<file path="config.mk">
export PLATFORM = sky130hd
export DESIGN_NAME = bowling_lane_flat
export DESIGN_NICKNAME = d
export VERILOG_FILES = /design/src/rtl/bowling_pkg.sv /design/src/rtl/bowling_lane_if.sv /design/src/rtl/bowling_frame_tracker.sv /design/src/rtl/bowling_lane.sv /design/src/flat_wrapper.sv
export SDC_FILE = /design/constraint.sdc
export NUM_CORES = 1
export LEC_CHECK = 0
export BUFFER_PORTS_ARGS = -buffer_cell sky130_fd_sc_hd__clkbuf_2
export CORE_MARGIN = 5
export CORE_UTILIZATION = 45
export DETAILED_ROUTE_END_ITERATION = 12
export PLACE_DENSITY = 0.65
export SYNTH_ARGS = -nofsm -noshare
export SYNTH_HDL_FRONTEND = slang
export SYNTH_HIERARCHICAL = 1
export SYNTH_SLANG_ARGS = --single-unit
</file>
<file path="constraint.sdc">
create_clock -name clock -period 4.43 [get_ports clock]
set_input_delay 0.443 -clock clock [delete_from_list [all_inputs] [get_ports clock]]
set_output_delay 0.443 -clock clock [all_outputs]
set_load 0.02 [all_outputs]
</file>
<file path="src/rtl/bowling_pkg.sv">
// Shared types and constants for the bowling lane transmitter.
package bowling_pkg;

    typedef enum logic [1:0] {
        IDLE,
        PLAY,
        SCORE,
        DONE
    } state_t;

    localparam int FRAMES     = 10;
    localparam int MAX_PINS   = 10;
    localparam int LAST_FRAME = FRAMES - 1;
    localparam int MAX_ROLLS  = 21;

    localparam int PIN_W      = 4;
    localparam int FRAME_W    = 4;
    localparam int ROLL_IDX_W = 5;

endpackage

</file>
<file path="src/rtl/bowling_lane_if.sv">
// Ball stream from the stimulus source into the lane: valid/ready with a pin count.
interface bowling_lane_if;
    import bowling_pkg::*;

    logic             in_valid;
    logic [PIN_W-1:0] in_pins;
    logic             in_ready;

    modport master (
        output in_valid,
        output in_pins,
        input  in_ready
    );

    modport slave (
        input  in_valid,
        input  in_pins,
        output in_ready
    );

endinterface

</file>
<file path="src/rtl/bowling_frame_tracker.sv">
// Tracks frame, ball and standing pins; legalises each ball and flags the game-ending ball.
module bowling_frame_tracker
    import bowling_pkg::*;
(
    input  logic               clock,
    input  logic               reset,
    input  logic               clear,
    input  logic               accept,
    input  logic [PIN_W-1:0]   in_pins,
    output logic [PIN_W-1:0]   p,
    output logic               illegal_hit,
    output logic               game_end,
    output logic [FRAME_W-1:0] frame,
    output logic [1:0]         ball
);

    localparam logic [PIN_W-1:0] FULL_RACK = PIN_W'(MAX_PINS);

    logic [PIN_W-1:0] standing;
    logic [PIN_W-1:0] remain;
    logic [PIN_W-1:0] rack_next;
    logic             strike0;
    logic             last_frame;
    logic             bonus;

    always_comb begin
        illegal_hit = in_pins > standing;
        p           = illegal_hit ? standing : in_pins;
        remain      = standing - p;
        rack_next   = (remain == '0) ? FULL_RACK : remain;
        last_frame  = frame == FRAME_W'(LAST_FRAME);
        // Only meaningful on the second ball of the last frame.
        bonus       = strike0 || (remain == '0);
        game_end    = last_frame && (((ball == 2'd1) && !bonus) || (ball == 2'd2));
    end

    always_ff @(posedge clock) begin
        if (reset || clear) begin
            frame    <= '0;
            ball     <= '0;
            standing <= FULL_RACK;
            strike0  <= 1'b0;
        end else if (accept) begin
            if (!last_frame) begin
                if ((ball == 2'd0) && (remain != '0)) begin
                    standing <= remain;
                    ball     <= 2'd1;
                end else begin
                    frame    <= frame + FRAME_W'(1);
                    ball     <= 2'd0;
                    standing <= FULL_RACK;
                end
            end else begin
                case (ball)
                    2'd0: begin
                        strike0  <= (p == FULL_RACK);
                        standing <= rack_next;
                        ball     <= 2'd1;
                    end
                    2'd1: begin
                        if (bonus) begin
                            standing <= rack_next;
                            ball     <= 2'd2;
                        end
                    end
                    default: ;
                endcase
            end
        end
    end

endmodule

</file>
<file path="src/rtl/bowling_lane.sv">
// Bowling lane transmitter: accepts balls, drives the scorer's roll/pin_count and score strobes.
//   state | meaning
//   IDLE  | after reset, waiting for start
//   PLAY  | accepting balls; drains the final roll before scoring
//   SCORE | calculate_score held high for FRAMES cycles
//   DONE  | game complete, results held until start
module bowling_lane
    import bowling_pkg::*;
(
    input  logic                  clock,
    input  logic                  reset,
    input  logic                  start,
    bowling_lane_if.slave         ball_if,
    output logic                  score_reset,
    output logic                  roll,
    output logic [PIN_W-1:0]      pin_count,
    output logic                  calculate_score,
    output logic [FRAME_W-1:0]    frame,
    output logic [1:0]            ball,
    output logic [ROLL_IDX_W-1:0] rolls_sent,
    output logic                  illegal,
    output logic                  busy,
    output logic                  done
);

    state_t             state;
    logic               accept;
    logic               clear;
    logic               game_over;
    logic [FRAME_W-1:0] score_cnt;
    logic [PIN_W-1:0]   p;
    logic               illegal_hit;
    logic               game_end;

    assign accept = (state == PLAY) && ball_if.in_valid && ball_if.in_ready;
    assign clear  = ((state == IDLE) || (state == DONE)) && start;

    bowling_frame_tracker u_tracker (
        .clock       (clock),
        .reset       (reset),
        .clear       (clear),
        .accept      (accept),
        .in_pins     (ball_if.in_pins),
        .p           (p),
        .illegal_hit (illegal_hit),
        .game_end    (game_end),
        .frame       (frame),
        .ball        (ball)
    );

    always_ff @(posedge clock) begin
        if (reset) begin
            state            <= IDLE;
            ball_if.in_ready <= 1'b0;
            score_reset      <= 1'b0;
            roll             <= 1'b0;
            pin_count        <= '0;
            calculate_score  <= 1'b0;
            rolls_sent       <= '0;
            illegal          <= 1'b0;
            busy             <= 1'b0;
            done             <= 1'b0;
            game_over        <= 1'b0;
            score_cnt        <= '0;
        end else begin
            score_reset <= 1'b0;
            roll        <= accept;
            pin_count   <= accept ? p : '0;

            if (accept) begin
                if (rolls_sent != ROLL_IDX_W'(MAX_ROLLS))
                    rolls_sent <= rolls_sent + ROLL_IDX_W'(1);
                if (illegal_hit)
                    illegal <= 1'b1;
            end

            case (state)
                IDLE, DONE: begin
                    if (start) begin
                        state       <= PLAY;
                        score_reset <= 1'b1;
                        rolls_sent  <= '0;
                        illegal     <= 1'b0;
                        busy        <= 1'b1;
                        done        <= 1'b0;
                        game_over   <= 1'b0;
                    end
                end
                PLAY: begin
                    // game_over delays SCORE by one cycle so the last roll never overlaps it.
                    if (game_over) begin
                        state            <= SCORE;
                        calculate_score  <= 1'b1;
                        score_cnt        <= FRAME_W'(FRAMES - 1);
                        ball_if.in_ready <= 1'b0;
                    end else if (accept && game_end) begin
                        ball_if.in_ready <= 1'b0;
                        game_over        <= 1'b1;
                    end else begin
                        ball_if.in_ready <= 1'b1;
                    end
                end
                SCORE: begin
                    if (score_cnt == '0) begin
                        calculate_score <= 1'b0;
                        state           <= DONE;
                        busy            <= 1'b0;
                        done            <= 1'b1;
                    end else begin
                        score_cnt <= score_cnt - FRAME_W'(1);
                    end
                end
                default: state <= IDLE;
            endcase
        end
    end

endmodule
</file>
<file path="src/flat_wrapper.sv">
// flat-port wrapper written by rule: the top's interface ports become plain ports
module bowling_lane_flat import bowling_pkg::*;
  (clock, reset, start, score_reset, roll, pin_count, calculate_score, frame, ball, rolls_sent, illegal, busy, done, ball_if_in_valid, ball_if_in_pins, ball_if_in_ready);
  bowling_lane_if ball_if_i ();
  input  logic clock;
  input  logic reset;
  input  logic start;
  output logic score_reset;
  output logic roll;
  output logic [PIN_W-1:0] pin_count;
  output logic calculate_score;
  output logic [FRAME_W-1:0] frame;
  output logic [1:0] ball;
  output logic [ROLL_IDX_W-1:0] rolls_sent;
  output logic illegal;
  output logic busy;
  output logic done;
  input wire logic [$bits(ball_if_i.in_valid)-1:0] ball_if_in_valid;
  input wire logic [$bits(ball_if_i.in_pins)-1:0] ball_if_in_pins;
  output wire logic [$bits(ball_if_i.in_ready)-1:0] ball_if_in_ready;
  assign ball_if_i.in_valid = ball_if_in_valid;
  assign ball_if_i.in_pins = ball_if_in_pins;
  assign ball_if_in_ready = ball_if_i.in_ready;
  bowling_lane u_core (.clock(clock), .reset(reset), .start(start), .ball_if(ball_if_i), .score_reset(score_reset), .roll(roll), .pin_count(pin_count), .calculate_score(calculate_score), .frame(frame), .ball(ball), .rolls_sent(rolls_sent), .illegal(illegal), .busy(busy), .done(done));
endmodule
</file>
==> results of run 1 <==
routing by layer:
metal	track usage, %	routed length (um)	vias to the layer above
met4	6.119	50	0
met5	0	0	-
met1	19.38	2141	803
li1	-	-	901
met3	4.450	204	6
met2	22.67	1884	35
state kept, by name (all words and copies together), names as in the netlist:
signal / count
u_core/busy: 1
u_core/roll: 1
u_core/done: 1
u_core/ball_if.in_ready: 1
u_core/u_tracker/frame: 4
u_core/state: 2
u_core/u_tracker/ball: 2
u_core/u_tracker/strike0: 1
u_core/game_over: 1
u_core/score_cnt: 4
u_core/score_reset: 1
u_core/illegal: 1
u_core/calculate_score: 1
u_core/pin_count: 4
u_core/u_tracker/standing: 4
u_core/rolls_sent: 5
kinds of logic after synthesis:
group,share of synthesized area [%]
muxes,3.354
adders and majority gates,10.31
xor gates and xnor gates,1.739
and+or+nand+nor,26.96
buffers and inverters,4.659
AOI/OAI and AO/OA,19.19
DFF,33.79
placed cells by master (no fill, tap or decap), types with 3 or more instances in the layout:
master	instances
clkbuf_8	5
nor2b_1	6
nor2_1	12
or3_1	5
clkbuf_2	29
a21o_1	3
nand3b_1	3
nand3_1	3
or4_1	4
and3_1	8
xnor2_1	3
nand2b_1	4
o21ai_0	13
nor3_1	6
nand4_1	3
a21oi_1	23
ha_1	15
mux2i_1	3
a211oi_1	3
dfxtp_1	34
inv_1	21
nand2_1	15
worst max-delay path: cells and delay by family (launching register included):
family	cells	cell delay, ps
adders and majority gates	3	980
AOI/OAI and AO/OA	4	900
muxes	1	270
buffers and inverters	2	140
and+or+nand+nor	6	1030
DFF	1	460
path summary, 6_finish.rpt:
kind | slack (ps) | endpoint | cells past startpoint | startpoint
max reg2reg | 520 | u_core/game_over$_SDFFE_PP0P_ | 16 | u_core/u_tracker/standing[1]$_SDFFE_PP1P_
max | 520 | u_core/game_over$_SDFFE_PP0P_ | 16 | u_core/u_tracker/standing[1]$_SDFFE_PP1P_
min reg2reg | 490 | u_core/illegal$_SDFF_PP0_ | 2 | u_core/illegal$_SDFF_PP0_
min | 490 | u_core/illegal$_SDFF_PP0_ | 2 | u_core/illegal$_SDFF_PP0_
power breakdown:
group | leakage [nW] | internal [mW] | switching [mW]
sequential | 0.276 | 0.341 | 0.0306
clock | 0.0504 | 0.167 | 0.123
combinational | 0.703 | 0.151 | 0.224
total | 1.03 | 0.659 | 0.378
layout make-up:
type | count | share of cell area [%]
multi-input cells | 172 | 53.37
flip-flops and latches | 34 | 29.29
repair buffers | 29 | 6.247
inverters | 21 | 3.393
clock buffers | 5 | 2.962
well taps | 52 | 2.800
clock inverters | 3 | 1.939
==> results.md, run 1 <==
* Setup crit start kind: register
* Total negative setup slack at 0 ps
* Fin cells at 316
* CP Max Fanout at 9
* MaxCap Viol Count at 0
* TritonCTS Buffers at 5
* Pwr Density at around 450 mW/mm2
* Yosys top cell by area: dfxtp_1
* Fin crit share at 88.21%
* #FFs+latches synth at 34
* Top-area cell type share of the netlist area at between 30% and 40%
* Hold_buf cts at 0
* Filler instances at 400
* Synth warn at 6
* DP Worst Slack at about 530 ps
* Most common cell in the synthesized netlist: dfxtp_1
* Top cells by area, synth: dfxtp_1, ha_1, a21oi_1
* Sequential element share of the synthesized area at 33.79%
* CP max-delay cell: dfxtp_1
* P&R area growth vs syn at 15.34%
* Crit path capture type: register
* Area occupied by multi-input gates at 0.001240 mm2
* GPL Wtd Cong at around 0.84
* Min-Delay Path Class: register to register
* # rows at 24
* CP max stage delay at about 460 ps
* CORE AREA at 0.004354 mm2
* Placement Cell Area at about 0.0022 mm2
* Sink Count at 34
* Cells after Synth at 230
* Setup ws final at 522.3 ps
* Placed cell count at about 300
* CTS tree: built
* Largest net degree at the start of global routing at 16
* Die Ht at 76.91 um
* Share of layout cells above drive strength 1 at a little over a fifth
* DRC viols at 0
* Commonest cells in the netlist: dfxtp_1, a21oi_1, inv_1
* GR Util All Layers at roughly 15%
* Setup Skew at between 10 and 15 ps
* DR WL/cell at about 14 um
* Tot Pwr at around 1.0 mW
* First-pass iteration count of the detailed router at 4
* Hold WS at 487.9 ps
* Critical Path RT at about 4600 ps
* Vias at between 1500 and 2000
* Initial Util at a little under half
* Mapped Nets at 254
* Max Freq at 255.9 MHz
* Slew headroom at 70.67%
* Minimum clock period at 3908 ps
* Distinct cells, synth at 55
* DP HPWL at roughly 3.2 mm
* Syn avg cell area at between 8 and 9 um2
* Die width at slightly below 80 um
* Worst VDD drop at 0.2737 mV
* Final hold violation count at 0
* # diodes at 0
* Post-DRT Antenna Nets at 0
* Slew @ Worst Pin at between 400 and 500 ps
* DR iter-0 viols at between 90 and 100
* Final Max Tran Viols at 0
* FFs w/ async S/R, synth at 0%
* First-pass GRT wire length at ~7.4 mm
* FF/Latch Area at a little under 700 um2
* Top FF cell, synth: dfxtp_1
* Vias in the first global route at approximately 1700
* Port bufs at 29
* Final wirelength at about 4.3 mm
* Worst setup path class: register to register
* H-tree Lvls at 2
* Final core utilization at a little over half
* Fin area at around 0.0023 mm2
* RSZ-0062 raised after global routing: false
* CP Cell Sequence: inv_1, ha_1, nor2b_4, o2111ai_1, nand2_1, o21ai_0, ha_1, inv_1, fa_1, nand2b_1, nor4bb_2, mux2_4, nor4b_2, o21a_1, a41oi_1, nor3_1
* Final-stage net count at between 200 and 300
* Initial antenna violation count at 0
* Root buffer cell: clkbuf_8
* Leak pwr at roughly 1.0 nW
* Setup-failing EPs final at 0
* Crit path DAT at roughly 4100 ps
* Worst-Skew Late Latency at a little under 300 ps
* I/O pin count at 30
* Clk buf depth at 2
* Synthesized area at between 0.002 and 0.0025 mm2
* Post-synth EDFFs at 0
* Routed vias/inst at about 5.5
* Worst-path clk slew at around 80 ps
* Post_cts resized at 0
* Post-CTS Setup Bufs at 0
* Status: completed
* GR Overflow Total at 0
* Die ar. at ~0.006 mm2
Power figures use the tool's default switching activity.
==> run 2: changes to the inputs <==
Settings changed: CORE_MARGIN 5 to 4, SYNTH_HIERARCHICAL 1 to not set.
==> run 2 against run 1 <==
First-iteration DRC count up 15%. Core utilization up 1.5 points. Global-route usage up 1.7 points. Cell area down 2.7%. Critical path depth unchanged. Power up 0.27%. Combinational power up 16%. Largest power group unchanged.
==> results.md, run 2 <==
* Final Max Tran Viols at 0
* Hold endpoint: u_core.illegal$_SDFF_PP0_
* Pwr Density at roughly 460 mW/mm2
* Final-stage net count at between 200 and 300
* Fin crit share at between 80 and 90%
* MaxCap Viol Count at 0
* DRC viols at 0
* Hold depth at 1
* Share of layout cells above drive strength 1 at between 10% and 20%
* Die width at 74.35 um
* #FFs+latches synth at 34
* Worst VDD drop at ~0.2 mV
* Clk buf depth at 2
* Initial Util at around 48%
* CP Cell Sequence: inv_1, ha_1, nor2b_1, o21a_1, o21a_1, o21ai_2, mux2i_1, ha_1, inv_1, fa_1, nand2b_1, or2_1, or4_4, nand3_2, a21oi_1, a31o_2
* Syn avg cell area at roughly 8.3 um2
* Post-synth EDFFs at 0
* Crit path capture type: register
* Worst R2R End: u_core.u_tracker.frame[0]$_SDFFE_PP0P_
* RSZ-0062 raised after global routing: false
* Commonest cells in the netlist: nor2_1, dfxtp_1, a21oi_1
* Top FF cell, synth: dfxtp_1
* H-tree Lvls at 2
* Commonest cells after routing, fill and taps aside: nor2_1, dfxtp_1, clkbuf_2
* DR WL/cell at about 13 um
* Sequential element share of the synthesized area at between 30 and 40%
* Post-CTS Setup Bufs at 0
* Vias in the first global route at about 1500
* Largest net degree at the start of global routing at 19
* Slew @ Worst Pin at ~600 ps
* Commonest non-fill, non-tap cell in the layout: nor2_1
* Largest register by flop count: u_core.rolls_sent
* Reg2reg path depth at 16
* Minimum clock period at 3975 ps
* Port bufs at 29
* CTS tree: built
* Synthesized area at 0.001981 mm2
* Hold_buf cts at 0
* Crit path DAT at 4160 ps
* Reg2reg start: u_core.u_tracker.standing[1]$_SDFFE_PP1P_
* Sink Count at 34
* Mapped Nets at 264
* Cells after Synth at 239
* Worst-path clk slew at 70 ps
* R2R setup slack at 460 ps
* Hold WS at 484.4 ps
* Setup-failing EPs final at 0
* Largest register FFs at 5
* Top cells by area, synth: dfxtp_1, ha_1, nor2_1
* Setup Skew at around 3.1 ps
* Most common cell in the synthesized netlist: nor2_1
* Die ar. at 0.005527 mm2
* Worst setup path class: register to register
* Final wirelength at around 4 mm
* Leak pwr at approximately 1 nW
* Routed vias/inst at 5.352
* Max Freq at roughly 250 MHz
* Final hold violation count at 0
* GR Util All Layers at between 10% and 20%
* # rows at 23
* Die Ht at between 70 and 80 um
* Yosys top cell by area: dfxtp_1
* Synth warn at 0
* Worst Setup SP: u_core.u_tracker.standing[1]$_SDFFE_PP1P_
* I/O pin count at 30
* Vias at 1718
* Post_cts resized at 0
* CP max-delay cell: or4_4
* Worst Hold Launch: u_core.illegal$_SDFF_PP0_
* Distinct cells, synth at 48
* CP Max Fanout at 8
* GPL Wtd Cong at ~0.91
* Status: completed
* Min-Delay Path Class: register to register
* Root buffer cell: clkbuf_8
* First-pass iteration count of the detailed router at 4
* # diodes at 0
* CP max stage delay at 590 ps
* FFs w/ async S/R, synth at 0%
* Initial antenna violation count at 0
* P&R area growth vs syn at 14.09%
* DP HPWL at ~3.0 mm
* Post-DRT Antenna Nets at 0
* Critical Path RT at around 4600 ps
* DR iter-0 viols at approximately 110
* First-pass GRT wire length at around 7.1 mm
* Worst-Skew Late Latency at 280 ps
* TritonCTS Buffers at 5
* CORE AREA at 0.004115 mm2
* Filler instances at 410
* Slew headroom at between 60% and 70%
* Top-area cell type share of the netlist area at roughly 34%
* GR Overflow Total at 0
* Setup crit start kind: register
* Total negative setup slack at 0 ps
run 2: cell types whose count changed in the layout (fill, tap and decap cells not counted), moves of 4 or more:
| cell | delta |
|---|---|
| o21ai_0 | -6 |
| or3_1 | -4 |
| a21oi_1 | -4 |
| nor3_1 | +5 |
| and3_1 | -4 |
| nor2_1 | +24 |
| nand3_1 | +6 |
| or4_1 | -4 |
| mux2i_1 | +5 |
run 2: power by group:
| part | leakage [nW] | switching (mW) | internal [mW] |
|---|---|---|---|
| combinational | 0.682 | 0.267 | 0.168 |
| sequential | 0.276 | 0.0391 | 0.351 |
| clock | 0.0438 | 0.110 | 0.105 |
run 2: worst max path at each step:
stage,cells past startpoint,slack [ps],endpoint
after floorplan,16,560,u_core.u_tracker.frame[0]$_SDFFE_PP0P_
after global placement,16,360,u_core.u_tracker.frame[0]$_SDFFE_PP0P_
after detailed placement,16,270,u_core.u_tracker.frame[0]$_SDFFE_PP0P_
after CTS,16,440,u_core.u_tracker.frame[0]$_SDFFE_PP0P_
after global routing,16,170,u_core.u_tracker.frame[0]$_SDFFE_PP0P_
final,16,460,u_core.u_tracker.frame[0]$_SDFFE_PP0P_
run 2: final cells by class:
| type | count | area, um2 | share of cell area [%] |
|---|---|---|---|
| clock buffers | 5 | 68.82 | 3.045 |
| clock inverters | 2 | 10.01 | 0.4430 |
| inverters | 18 | 67.56 | 2.990 |
| multi-input cells | 181 | 1210 | 53.54 |
| flip-flops and latches | 34 | 680.7 | 30.12 |
| well taps | 50 | 62.56 | 2.769 |
| repair buffers | 31 | 160.2 | 7.087 |
run 2: metrics by stage:
step	utilization [%]	area, um2	total power, mW	setup slack, ps	cells
6_report	54.91	2260	1.040	455.3	321
5_1_grt	54.91	2260	1.137	174.2	321
4_1_cts	54.91	2260	1.053	440.7	321
3_5_place_dp	52.99	2181	0.8301	273.8	314
3_3_place_gp	52.99	2181	0.8269	362.6	314
2_1_floorplan	-	1981	0.7370	564.0	239
run 2: worst max-delay path, delay by kind of cell, from the launching register on:
family	cells	cell delay [ps]
AOI/OAI and AO/OA	5	890
adders and majority gates	3	960
buffers and inverters	2	120
DFF	1	330
muxes	1	270
and+or+nand+nor	5	1300
run 2: layer usage:
| layer | share of wire [%] | vias up | GRT usage (%) | wire length (um) |
|---|---|---|---|---|
| met5 | 0 | - | 0 | 0 |
| met4 | 1.3 | 0 | 5.731 | 54 |
| met3 | 4.8 | 5 | 4.459 | 195 |
| met2 | 44 | 33 | 25.00 | 1814 |
| met1 | 50 | 781 | 22.73 | 2035 |
| li1 | - | 899 | - | - |
run 2: logic make-up after synthesis:
logic type / Yosys count / share of synthesized area, %
AO/OA/AOI/OAI: 53 / 19.08
XOR/XNOR: 7 / 3.095
adder cells (fa/ha/maj): 17 / 11.12
buffers and inverters: 24 / 4.548
flip-flops: 34 / 34.36
multiplexers: 8 / 4.043
AND/OR/NAND/NOR: 96 / 23.75
